===== src/rtl/jogador_automatico_pkg.sv =====
// Shared definitions for the automatic player: state encoding, default
// timing constants and the one-hot LED check.
package jogador_automatico_pkg;

    typedef enum logic [3:0] {
        OCIOSO         = 4'd0,
        PULSO_JOGAR    = 4'd1,
        OBSERVA        = 4'd2,
        REPRODUZ_PRESS = 4'd3,
        REPRODUZ_SOLTA = 4'd4,
        AGUARDA_RODADA = 4'd5,
        FIM            = 4'd6
    } estado_t;

    localparam int unsigned T_PRESS_PADRAO    = 100;
    localparam int unsigned T_GAP_PADRAO      = 100;
    localparam int unsigned T_SILENCIO_PADRAO = 50;

    function automatic logic one_hot(input logic [3:0] v);
        return (v != '0) && ((v & (v - 4'd1)) == '0);
    endfunction

endpackage


===== src/rtl/jogador_automatico_memoria.sv =====
// Captured-sequence store: synchronous write, asynchronous read.
module memoria_sequencia #(
    parameter int unsigned PROF = 16,
    parameter int unsigned AW   = 4
) (
    input  logic          clock,
    input  logic          we,
    input  logic [AW-1:0] waddr,
    input  logic [3:0]    wdata,
    input  logic [AW-1:0] raddr,
    output logic [3:0]    rdata
);

    logic [3:0] mem [PROF];

    always_ff @(posedge clock) begin
        if (we) mem[waddr] <= wdata;
    end

    assign rdata = mem[raddr];

endmodule


===== src/rtl/jogador_automatico.sv =====
// Automatic player: captures the LED sequence shown by the memory game and
// replays it on the buttons, optionally pressing one wrong button on purpose.
module jogador_automatico
    import jogador_automatico_pkg::*;
#(
    parameter int unsigned PROF       = 16,
    parameter int unsigned T_PRESS    = T_PRESS_PADRAO,
    parameter int unsigned T_GAP      = T_GAP_PADRAO,
    parameter int unsigned T_SILENCIO = T_SILENCIO_PADRAO,
    parameter int unsigned T_JOGAR    = 2
) (
    input  logic       clock,
    input  logic       reset,
    input  logic       iniciar,
    input  logic       erro_en,
    input  logic [3:0] erro_idx,
    input  logic [3:0] leds,
    input  logic       ganhou,
    input  logic       perdeu,
    output logic       jogar,
    output logic [3:0] botoes,
    output logic       ocupado,
    output logic       fim_jogo,
    output logic       resultado,
    output logic       falha,
    output logic [3:0] db_estado
);

    localparam int unsigned AW    = (PROF > 1) ? $clog2(PROF) : 1;
    localparam int unsigned NW    = $clog2(PROF) + 1;
    localparam int unsigned T_M1  = (T_PRESS > T_GAP) ? T_PRESS : T_GAP;
    localparam int unsigned T_M2  = (T_M1 > T_SILENCIO) ? T_M1 : T_SILENCIO;
    localparam int unsigned T_MAX = (T_M2 > T_JOGAR) ? T_M2 : T_JOGAR;
    localparam int unsigned TW    = $clog2(T_MAX + 1);

    estado_t       state, state_d;
    logic [NW-1:0] n, n_d;
    logic [AW-1:0] i, i_d;
    logic [TW-1:0] timer, timer_d;
    logic [3:0]    leds_q;
    logic [3:0]    botoes_d;
    logic          falha_d, resultado_d;
    logic          we;
    logic [3:0]    rd_data;

    memoria_sequencia #(
        .PROF (PROF),
        .AW   (AW)
    ) u_mem (
        .clock (clock),
        .we    (we),
        .waddr (n[AW-1:0]),
        .wdata (leds),
        .raddr (i_d),
        .rdata (rd_data)
    );

    always_ff @(posedge clock or negedge reset) begin
        if (!reset) begin
            state     <= OCIOSO;
            n         <= '0;
            i         <= '0;
            timer     <= '0;
            leds_q    <= '0;
            botoes    <= '0;
            falha     <= 1'b0;
            resultado <= 1'b0;
        end else begin
            state     <= state_d;
            n         <= n_d;
            i         <= i_d;
            timer     <= timer_d;
            leds_q    <= leds;
            botoes    <= botoes_d;
            falha     <= falha_d;
            resultado <= resultado_d;
        end
    end

    always_comb begin
        state_d     = state;
        n_d         = n;
        i_d         = i;
        timer_d     = timer;
        falha_d     = falha;
        resultado_d = resultado;
        we          = 1'b0;

        case (state)
            OCIOSO, FIM: begin
                if (iniciar) begin
                    falha_d     = 1'b0;
                    resultado_d = 1'b0;
                    n_d         = '0;
                    timer_d     = '0;
                    state_d     = PULSO_JOGAR;
                end
            end
            PULSO_JOGAR: begin
                if (timer == TW'(T_JOGAR - 1)) begin
                    timer_d = '0;
                    n_d     = '0;
                    state_d = OBSERVA;
                end else begin
                    timer_d = timer + TW'(1);
                end
            end
            OBSERVA: begin
                if (leds != '0) begin
                    timer_d = '0;
                    if (!one_hot(leds)) begin
                        falha_d = 1'b1;
                        state_d = FIM;
                    end else if (leds_q == '0) begin
                        if (n == NW'(PROF)) begin
                            falha_d = 1'b1;
                            state_d = FIM;
                        end else begin
                            we  = 1'b1;
                            n_d = n + NW'(1);
                        end
                    end
                end else if (n != '0) begin
                    // silence only counts once something has been captured
                    if (timer == TW'(T_SILENCIO - 1)) begin
                        timer_d = '0;
                        i_d     = '0;
                        state_d = REPRODUZ_PRESS;
                    end else begin
                        timer_d = timer + TW'(1);
                    end
                end
            end
            REPRODUZ_PRESS: begin
                if (timer == TW'(T_PRESS - 1)) begin
                    timer_d = '0;
                    state_d = REPRODUZ_SOLTA;
                end else begin
                    timer_d = timer + TW'(1);
                end
            end
            REPRODUZ_SOLTA: begin
                if (timer == TW'(T_GAP - 1)) begin
                    timer_d = '0;
                    if (NW'(i) == n - NW'(1)) begin
                        state_d = AGUARDA_RODADA;
                    end else begin
                        i_d     = i + AW'(1);
                        state_d = REPRODUZ_PRESS;
                    end
                end else begin
                    timer_d = timer + TW'(1);
                end
            end
            AGUARDA_RODADA: begin
                n_d     = '0;
                timer_d = '0;
                state_d = OBSERVA;
            end
            default: state_d = OCIOSO;
        endcase

        if ((state != OCIOSO) && (state != FIM) && (ganhou || perdeu)) begin
            we          = 1'b0;
            timer_d     = '0;
            resultado_d = ganhou;
            state_d     = FIM;
        end
    end

    // button value is looked up with the next index so botoes is registered
    // and already valid on the first cycle of each press
    always_comb begin
        botoes_d = '0;
        if (state_d == REPRODUZ_PRESS) begin
            if (erro_en && (int'(i_d) == int'(erro_idx)))
                botoes_d = {rd_data[2:0], rd_data[3]};
            else
                botoes_d = rd_data;
        end
    end

    assign jogar     = (state == PULSO_JOGAR);
    assign ocupado   = (state != OCIOSO) && (state != FIM);
    assign fim_jogo  = (state == FIM);
    assign db_estado = state;

endmodule


===== config.mk =====
export PLATFORM = sky130hd
export DESIGN_NAME = jogador_automatico
export DESIGN_NICKNAME = d
export VERILOG_FILES = /design/src/rtl/jogador_automatico_pkg.sv /design/src/rtl/jogador_automatico_memoria.sv /design/src/rtl/jogador_automatico.sv
export SDC_FILE = /design/constraint.sdc
export NUM_CORES = 1
export LEC_CHECK = 0
export BUFFER_PORTS_ARGS = -buffer_cell sky130_fd_sc_hd__buf_2
export CORE_ASPECT_RATIO = 1.1
export CORE_UTILIZATION = 40
export DETAILED_ROUTE_END_ITERATION = 6
export HOLD_SLACK_MARGIN = 0.12
export PLACE_DENSITY = 0.57
export SETUP_SLACK_MARGIN = 0.4
export SYNTH_ARGS = -nofsm -noshare
export SYNTH_HDL_FRONTEND = slang
export SYNTH_SLANG_ARGS = --single-unit
export TNS_END_PERCENT = 100

===== constraint.sdc =====
create_clock -name clock -period 6.8 [get_ports clock]
set_input_delay 0.34 -clock clock [delete_from_list [all_inputs] [get_ports clock]]
set_output_delay 0.34 -clock clock [all_outputs]
set_load 0.005 [all_outputs]

==> results_dict.tcl, run 1 <==
set metrics [dict create \
    status "completed" \
    synth_common_cells "edfxtp_1 (64), nand2_1 (40), nor2_1 (34), dfrtp_1 (30), a21oi_1 (22)" \
    power_density_mw_per_mm2 270 \
    max_freq_mhz 232 \
    finalPower_w 0.00140 \
    arrival_ns 4.55 \
    syn_area_mm2 0.00465 \
    rr_startpoint "n[0]$_DFFE_PN0P_" \
    portBuffers 26 \
    clock_path_buffers 2 \
    yosys_register_bits 94 \
    critical_path.max_fanout 18 \
    hold_slack_ns 0.268 \
    die_h_um 115 \
    grt_pass1_vias 3050 \
    synth.most_common_cell "edfxtp_1" \
    wl_per_cell_um 18.7 \
    cts_buffers 9 \
    syn_area_per_cell_um2 11.3 \
    antenna_found_initial 0 \
    hpwl_um 7610 \
    multiInputGateArea_mm2 0.00183 \
    setup_ws_ns 2.49 \
    ys_async_sr_fraction_pct 31.9 \
    via_per_inst 5.74 \
    die-width_um 105 \
    track_usage_pct 19.3 \
    path_clk_slew_ns 0.07 \
    fin_skew_ns 0.00809 \
    clock_latency_ns 0.35 \
    postCtsSetupBuffers 0 \
    seq_area_mm2 0.00267 \
    final_max_slew_viol_count 0 \
    netlist.area_leader.share_pct 41.3 \
    period_minus_slack_ns 4.31 \
    initial_utilization_pct 41.9 \
    synth_cells 411 \
    slowest_stage "mux2i_4" \
    final_layout_size_suffix_gt1_share_pct 12.9 \
    tightestPinTransition_ns 0.708 \
    synth_fp_nets 432 \
    drt_iter0_markers 303 \
    synth_largest_area_cell "edfxtp_1" \
    cts_root_buffer "clkbuf_16" \
    synth.distinct_cells 67 \
    dp.cells 564 \
    tns_ns 0 \
    slowest_delay_ns 0.59 \
    synth_area_leaders "edfxtp_1 (41%), dfrtp_1 (16%), a221oi_1 (3.4%)" \
    route.vias.total 3333 \
    cts_tree "done" \
    grt_max_degree 35 \
    setup.worst_path.end "botoes[0]$_DFF_PN0_" \
    rsz0062_at_grt "no" \
    relSlewSlack_pct 52.8 \
    dp_slack_ns 2.47 \
    drc 0 \
    gp_congestion 0.875 \
    start_kind "flip-flop" \
    dieArea_mm2 0.0121 \
    grt_pass1_wl_um 17300 \
    synth_ff_type "edfxtp_1" \
    fillers 1013 \
    area_delta_synth_final_pct 11.3 \
    drv_cap 0 \
    ant_nets 0 \
    reg2reg_slack_ns 2.49 \
    min_from "ganhou" \
    wl_um 10900 \
    cp-end-kind "flip-flop" \
    hold_violations 0 \
    cts.sinks 94 \
    finalCritPeriodShare_pct 63.3 \
    hold_class "in2reg" \
    crit_start "n[0]$_DFFE_PN0P_" \
    worstReg2RegEnd "botoes[0]$_DFF_PN0_" \
    cts_max_level 3 \
    n_antenna_cell 0 \
    yosysWarnings 0 \
    leakage_nw 1.84 \
    peakVddDrop_mv 0.156 \
    rr_worst_depth 12 \
    grt-ovfl-total 0 \
    io_pins 27 \
    path_cells "inv_1 -> ha_1 -> o21ba_1 -> a221o_1 -> a2111o_1 -> and2_1 -> mux2i_4 -> inv_4 -> a21oi_1 -> a211oi_1 -> or4_1 -> a22o_1" \
    std_cell_rows 40 \
    ys_seq_area_share_pct 57.4 \
    synth_edf_count 64 \
    nets 450 \
    worst_ep_required_time_ns 7.04 \
    finalSetupViolCount 0 \
    drtPass1Iterations 4 \
    core_mm2 0.0111 \
    instances_no_fill 581 \
    worstSetupPathType "reg2reg" \
]
-- cells in the final DEF, fill, tap and decap left out, types with 5 or more instances in the layout --
master / instances
nor2b_1: 5
nand3_1: 14
clkbuf_16: 9
inv_1: 9
nor3_1: 13
o21ai_0: 12
buf_2: 26
a211oi_1: 17
a221oi_1: 18
dfrtp_1: 30
nor2_1: 34
xnor2_1: 9
a21oi_1: 22
edfxtp_1: 64
nand2_1: 40
ha_1: 7
xor2_1: 7
a22o_1: 5
-- cell families after synthesis --
| group | synth area share, % |
|---|---|
| simple gates | 16.0 |
| compound gates | 16.7 |
| flops | 57.4 |
| buf+inv | 3.25 |
| xor+xnor | 3.01 |
| fa+ha+maj | 2.31 |
| mux | 1.13 |
| other cells | 0.0806 |
-- worst max-delay path: cells and delay by family (launching register included) --
family          cells  cell delay [ns]
mux                 1             0.59
compound gates      6             1.58
fa+ha+maj           1             0.30
buf+inv             2             0.34
simple gates        2             0.89
flops               1             0.51
-- layout make-up --
type / instances / share of cell area, %
multi-input combinational: 285 / 35.3
clock buffer: 9 / 4.35
clock inverter: 7 / 1.52
sequential: 94 / 51.6
timing repair buffer: 28 / 2.85
inverter: 11 / 0.845
tap: 147 / 3.55
-- metrics by stage --
step	util, %	area [um2]
2_1_floorplan	-	4650
3_3_place_gp	43.8	4870
3_5_place_dp	43.8	4870
4_1_cts	46.6	5180
5_1_grt	46.6	5180
6_report	46.6	5180
-- repair_timing --
action,CTS,global route
gates resized for setup,0,0
hold endpoints to repair,30,0
hold buffers,1,0
-- report_power, final --
| group | total (W) | switching (W) | internal [W] |
|---|---|---|---|
| clock network | 0.000515 | 0.000226 | 0.000290 |
| registers | 0.000673 | 0.0000422 | 0.000631 |
| logic | 0.000209 | 0.000123 | 0.0000854 |
| total | 0.00140 | 0.000391 | 0.00101 |
-- metal layers --
layer	GRT usage [%]	wire length, um	up-vias
met5	0	0	-
met4	6.76	153	0
met3	3.06	490	10
met2	29.5	5010	88
met1	27.9	5230	1622
li1	-	-	1613
-- worst min path at each step --
stage / endpoint / cells past startpoint / slack [ns]
after global placement: botoes[3]$_DFF_PN0_ / 1 / 0.43
final: resultado$_DFFE_PN0P_ / 2 / 0.27
after global routing: resultado$_DFFE_PN0P_ / 2 / 0.28
after floorplan: botoes[0]$_DFF_PN0_ / 0 / 0.04
after detailed placement: botoes[3]$_DFF_PN0_ / 1 / 0.43
after CTS: resultado$_DFFE_PN0P_ / 2 / 0.26
-- sequential cells by signal, summed over array words and instances, names as in the netlist --
register / flops
botoes: 4
leds_q: 4
db_estado: 4
timer: 7
falha: 1
i: 4
n: 5
resultado: 1
u_mem.mem: 64
Power figures use the tool's default switching activity.
==> run 2, diff against run 1 <==
PLACE_DENSITY = 0.59   (was 0.57)
clock period = 3.9 ns   (was 6.8 ns; I/O delays follow)
==> results_dict.tcl, run 2 (same netlist as run 1, synthesis figures left out) <==
set metrics [dict create \
    crit_start "n[0]$_DFFE_PN0P_" \
    finalPower_w 0.00250 \
    ant_nets 0 \
    relSlewSlack_pct 52.4 \
    rr_startpoint "n[0]$_DFFE_PN0P_" \
    tightestPinTransition_ns 0.713 \
    die-width_um 105 \
    drc 0 \
    io_pins 27 \
    dieArea_mm2 0.0121 \
    clock_path_buffers 2 \
    drv_cap 0 \
    wl_um 11800 \
    portBuffers 26 \
    via_per_inst 5.76 \
    power_density_mw_per_mm2 442 \
    crit_buf_inv 1 \
    hold_violations 0 \
    tns_ns 0 \
    multiInputGateArea_mm2 0.00202 \
    fin_skew_ns 0.00955 \
    finalSetupViolCount 0 \
    critical_path.max_fanout 16 \
    path_cells "inv_2 -> ha_4 -> nand3_1 -> a221o_1 -> a2111o_1 -> and2_4 -> xnor2_4 -> a221oi_1 -> a211oi_1 -> or4_4 -> a22o_1" \
    leakage_nw 2.06 \
    cts.sinks 94 \
    layout_common_cells "edfxtp_1 (64), nand2_1 (40), nor2_1 (33), buf_4 (30), dfrtp_1 (29)" \
    start_kind "flip-flop" \
    worst_ep_required_time_ns 4.19 \
    reg_top3 "u_mem.mem x64, timer x7, n x5" \
    grt_max_degree 31 \
    hold_slack_ns 0.209 \
    seq_area_mm2 0.00267 \
    slowest_delay_ns 0.56 \
    track_usage_pct 20.2 \
    gp_congestion 0.863 \
    arrival_ns 3.78 \
    grt_pass1_wl_um 18100 \
    peakVddDrop_mv 0.238 \
    worstSetupPathType "reg2reg" \
    fillers 1014 \
    grt-ovfl-total 0 \
    clock_latency_ns 0.35 \
    hpwl_um 7920 \
    top_register "u_mem.mem" \
    min_from "perdeu" \
    wl_per_cell_um 19.2 \
    die_h_um 115 \
    status "completed" \
    slowest_stage "xnor2_4" \
    grt_pass1_vias 3439 \
    final_layout_size_suffix_gt1_share_pct 25.3 \
    initial_utilization_pct 41.9 \
    std_cell_rows 40 \
    drt_iter0_markers 254 \
    antenna_found_initial 0 \
    n_antenna_cell 0 \
    hold_class "in2reg" \
    mostFrequentLayoutCell "edfxtp_1" \
    max_freq_mhz 286 \
    core_mm2 0.0111 \
    period_minus_slack_ns 3.50 \
    drtPass1Iterations 4 \
    final_max_slew_viol_count 0 \
    finalCritPeriodShare_pct 89.6 \
    crit_family "compound AO/OA/AOI/OAI gates" \
    rsz0062_at_grt "yes" \
    nets 483 \
    area_delta_synth_final_pct 21.5 \
    cts_buffers 9 \
    cp-end-kind "flip-flop" \
    largest_reg_flops 64 \
    cts_root_buffer "clkbuf_16" \
    path_clk_slew_ns 0.07 \
    cts_max_level 3 \
    cts_tree "done" \
    route.vias.total 3536 \
]
run 2: per-stage QoR:
step,setup slack [ns],instances,utilization (%),cell area [um2]
2_1_floorplan,0.411,411,-,4700
3_3_place_gp,0.240,589,45.7,5070
3_5_place_dp,0.155,589,45.7,5070
4_1_cts,0.411,610,49.3,5480
5_1_grt,0.365,614,50.9,5660
6_report,0.404,614,50.9,5660
run 2: cell type report:
type / count / share of cell area (%)
sequential: 94 / 47.3
multi-input combinational: 285 / 35.8
inverter: 11 / 1.04
timing repair inverter: 1 / 0.155
clock inverter: 7 / 1.35
tap: 147 / 3.25
timing repair buffer: 60 / 7.19
clock buffer: 9 / 3.98
run 2: layer usage:
| layer | GRT usage (%) | share of wire [%] | vias to the layer above |
|---|---|---|---|
| met5 | 0 | 0 | - |
| met4 | 9.67 | 3.0 | 0 |
| met3 | 4.14 | 4.4 | 26 |
| met2 | 34.9 | 51 | 94 |
| met1 | 24.4 | 41 | 1735 |
| li1 | - | - | 1681 |
run 2: worst paths after layout:
check	slack, ns	to	depth (start not counted)
worst min-delay path	0.21	resultado$_DFFE_PN0P_	3
max in group asynchronous	2.96	n[0]$_DFFE_PN0P_	2
worst max register to register	0.40	botoes[3]$_DFF_PN0_	11
worst max-delay path	0.40	botoes[3]$_DFF_PN0_	11
worst min register to register	0.48	falha$_DFFE_PN0P_	2
min in group asynchronous	0.43	resultado$_DFFE_PN0P_	2
run 2: power by group:
group | switching, W | leakage (nW) | internal (W) | total, W
logic | 0.000296 | 0.949 | 0.000194 | 0.000489
registers | 0.0000162 | 0.959 | 0.00110 | 0.00112
clock network | 0.000388 | 0.150 | 0.000505 | 0.000893
total | 0.000700 | 2.06 | 0.00180 | 0.00250
run 2: timing repair:
item | CTS | global route
setup endpoints to repair | 4 | 8
buffers inserted | 3 | 3
endpoints found under the hold margin | 31 | 0
gates cloned | 0 | 1
pin swaps | 2 | 7
gates resized for setup | 11 | 28
hold buffers | 2 | 0
run 2: worst register-to-register path: cells and delay by family (launching register included):
kind	cells	cell delay, ns
AO/OA/AOI/OAI	5	1.64
XOR/XNOR	1	0.56
AND/OR/NAND/NOR	3	0.56
flip-flops	1	0.41
adder cells (fa/ha/maj)	1	0.18
buffers and inverters	1	0.10
==> run 3, diff against run 2 <==
PLACE_DENSITY = 0.57   (was 0.59)
clock period = 4.45 ns   (was 3.9 ns; I/O delays follow)
==> results_dict.tcl, run 3 (same netlist as run 1, synthesis figures left out) <==
set metrics [dict create \
    grt-ovfl-total 0 \
    period_minus_slack_ns 3.89 \
    fin_skew_ns 0.00949 \
    hold_class "in2reg" \
    cts_buffers 9 \
    antenna_found_initial 0 \
    std_cell_rows 40 \
    finalSetupViolCount 0 \
    drtPass1Iterations 5 \
    drv_cap 0 \
    die-width_um 105 \
    portBuffers 26 \
    wl_um 11200 \
    worst_ep_required_time_ns 4.69 \
    final_max_slew_viol_count 0 \
    max_freq_mhz 257 \
    cts.sinks 94 \
    largest_reg_flops 64 \
    via_per_inst 5.84 \
    drt_iter0_markers 375 \
    peakVddDrop_mv 0.223 \
    area_delta_synth_final_pct 15.4 \
    wl_met3_um 730 \
    grt_pass1_wl_um 17600 \
    reg_top3 "u_mem.mem x64, timer x7, n x5" \
    grt_max_degree 35 \
    n_antenna_cell 0 \
    gp_congestion 0.854 \
    core_mm2 0.0111 \
    cp-end-kind "flip-flop" \
    initial_utilization_pct 41.9 \
    hpwl_um 7660 \
    status "completed" \
    dr.max_layer_used "met4" \
    rsz0062_at_grt "no" \
    start_kind "flip-flop" \
    tightestPinTransition_ns 0.711 \
    cts_tree "done" \
    clock_path_buffers 2 \
    top_register "u_mem.mem" \
    clock_latency_ns 0.34 \
    wl_met1_um 5080 \
    final_layout_size_suffix_gt1_share_pct 17.6 \
    wl_per_cell_um 18.9 \
    drc 0 \
    post-route-util_pct 48.3 \
    cts_root_buffer "clkbuf_16" \
    layout_common_cells "edfxtp_1 (64), nand2_1 (40), nor2_1 (34), dfrtp_1 (29), buf_2 (26)" \
    arrival_ns 4.13 \
    grt_pass1_vias 3152 \
    relSlewSlack_pct 52.6 \
    leakage_nw 1.93 \
    path_clk_slew_ns 0.07 \
    mostFrequentLayoutCell "edfxtp_1" \
    track_usage_pct 19.4 \
    route.vias.total 3448 \
    hold_violations 0 \
    ant_nets 0 \
    die_h_um 115 \
    wl_met2_um 5180 \
    worstSetupPathType "reg2reg" \
    dieArea_mm2 0.0121 \
    nets 459 \
    critical_path.max_fanout 16 \
    io_pins 27 \
    finalCritPeriodShare_pct 87.3 \
    cts_max_level 3 \
    power_density_mw_per_mm2 423 \
    tns_ns 0 \
]
==> run 3: cell count changes in the layout (fill, tap and decap cells not counted), moves of 2 or more <==
cell       change
inv_6          -5
buf_4         -20
or4_1          +3
or4_4          -3
a221oi_1       +3
bufinv_16      +2
nor3_2         +2
inv_4          +2
nor3_1         -2
a21oi_1        +5
a221oi_2       -2
a21oi_2        -5
==> run 3: cell type report <==
type	instances	area (um2)
Sequential cell	94	2670
Multi-Input combinational cell	285	1900
Inverter	11	46.3
Clock buffer	10	229
Clock inverter	6	118
Timing Repair Buffer	37	215
Tap cell	147	184
Fill cell	991	5740
==> run 3: critical path, stage by stage, from the launching register on <==
cell,delay (ns)
dfrtp_2,0.44
inv_1,0.10
ha_1,0.29
o21ba_1,0.21
a221o_1,0.33
a2111o_1,0.47
and2_2,0.29
mux2i_4,0.22
buf_4,0.22
a221oi_1,0.29
a211oi_1,0.09
or4_1,0.57
a22o_1,0.25
==> run 3: metrics by stage <==
step | instance area, um2 | hold WS (ns) | cells | setup slack, ns | total power, W
6_report | 5370 | 0.155 | 590 | 0.564 | 0.00227
5_1_grt | 5370 | 0.172 | 590 | 0.395 | 0.00237
4_1_cts | 5300 | 0.150 | 590 | 0.368 | 0.00228
3_5_place_dp | 4930 | 0.321 | 572 | 0.203 | 0.00139
3_3_place_gp | 4930 | 0.310 | 572 | 0.341 | 0.00139
2_1_floorplan | 4650 | -0.0731 | 411 | 0.726 | 0.00126
==> run 3: worst paths after layout <==
kind / start / endpoint / slack (ns) / depth (start not counted)
max: n[0]$_DFFE_PN0P_ / botoes[1]$_DFF_PN0_ / 0.56 / 12
min in group asynchronous: reset / botoes[0]$_DFF_PN0_ / 0.46 / 2
min reg2reg: falha$_DFFE_PN0P_ / falha$_DFFE_PN0P_ / 0.47 / 2
min: ganhou / resultado$_DFFE_PN0P_ / 0.15 / 2
max in group asynchronous: reset / n[0]$_DFFE_PN0P_ / 3.48 / 2
max reg2reg: n[0]$_DFFE_PN0P_ / botoes[1]$_DFF_PN0_ / 0.56 / 12
==> run 3: timing repair <==
action | 4_1_cts | 5_1_grt
pin swaps | 0 | 1
endpoints found under the setup margin | 4 | 12
resized for setup | 1 | 15
hold buffers | 1 | 0
hold endpoints to repair | 30 | 0
buffers inserted | 1 | 0
gates cloned | 0 | 0
==> run 3: power breakdown <==
part           total (W)  switching (W)  internal, W
sequential      0.000989      0.0000227     0.000966
combinational   0.000391       0.000240     0.000151
clock           0.000893       0.000336     0.000556
==> run 3: routing by layer <==
metal | global-route usage (%) | up-vias
li1 | - | 1627
met1 | 27.0 | 1680
met2 | 30.6 | 131
met3 | 3.12 | 10
met4 | 7.51 | 0
met5 | 0 | -
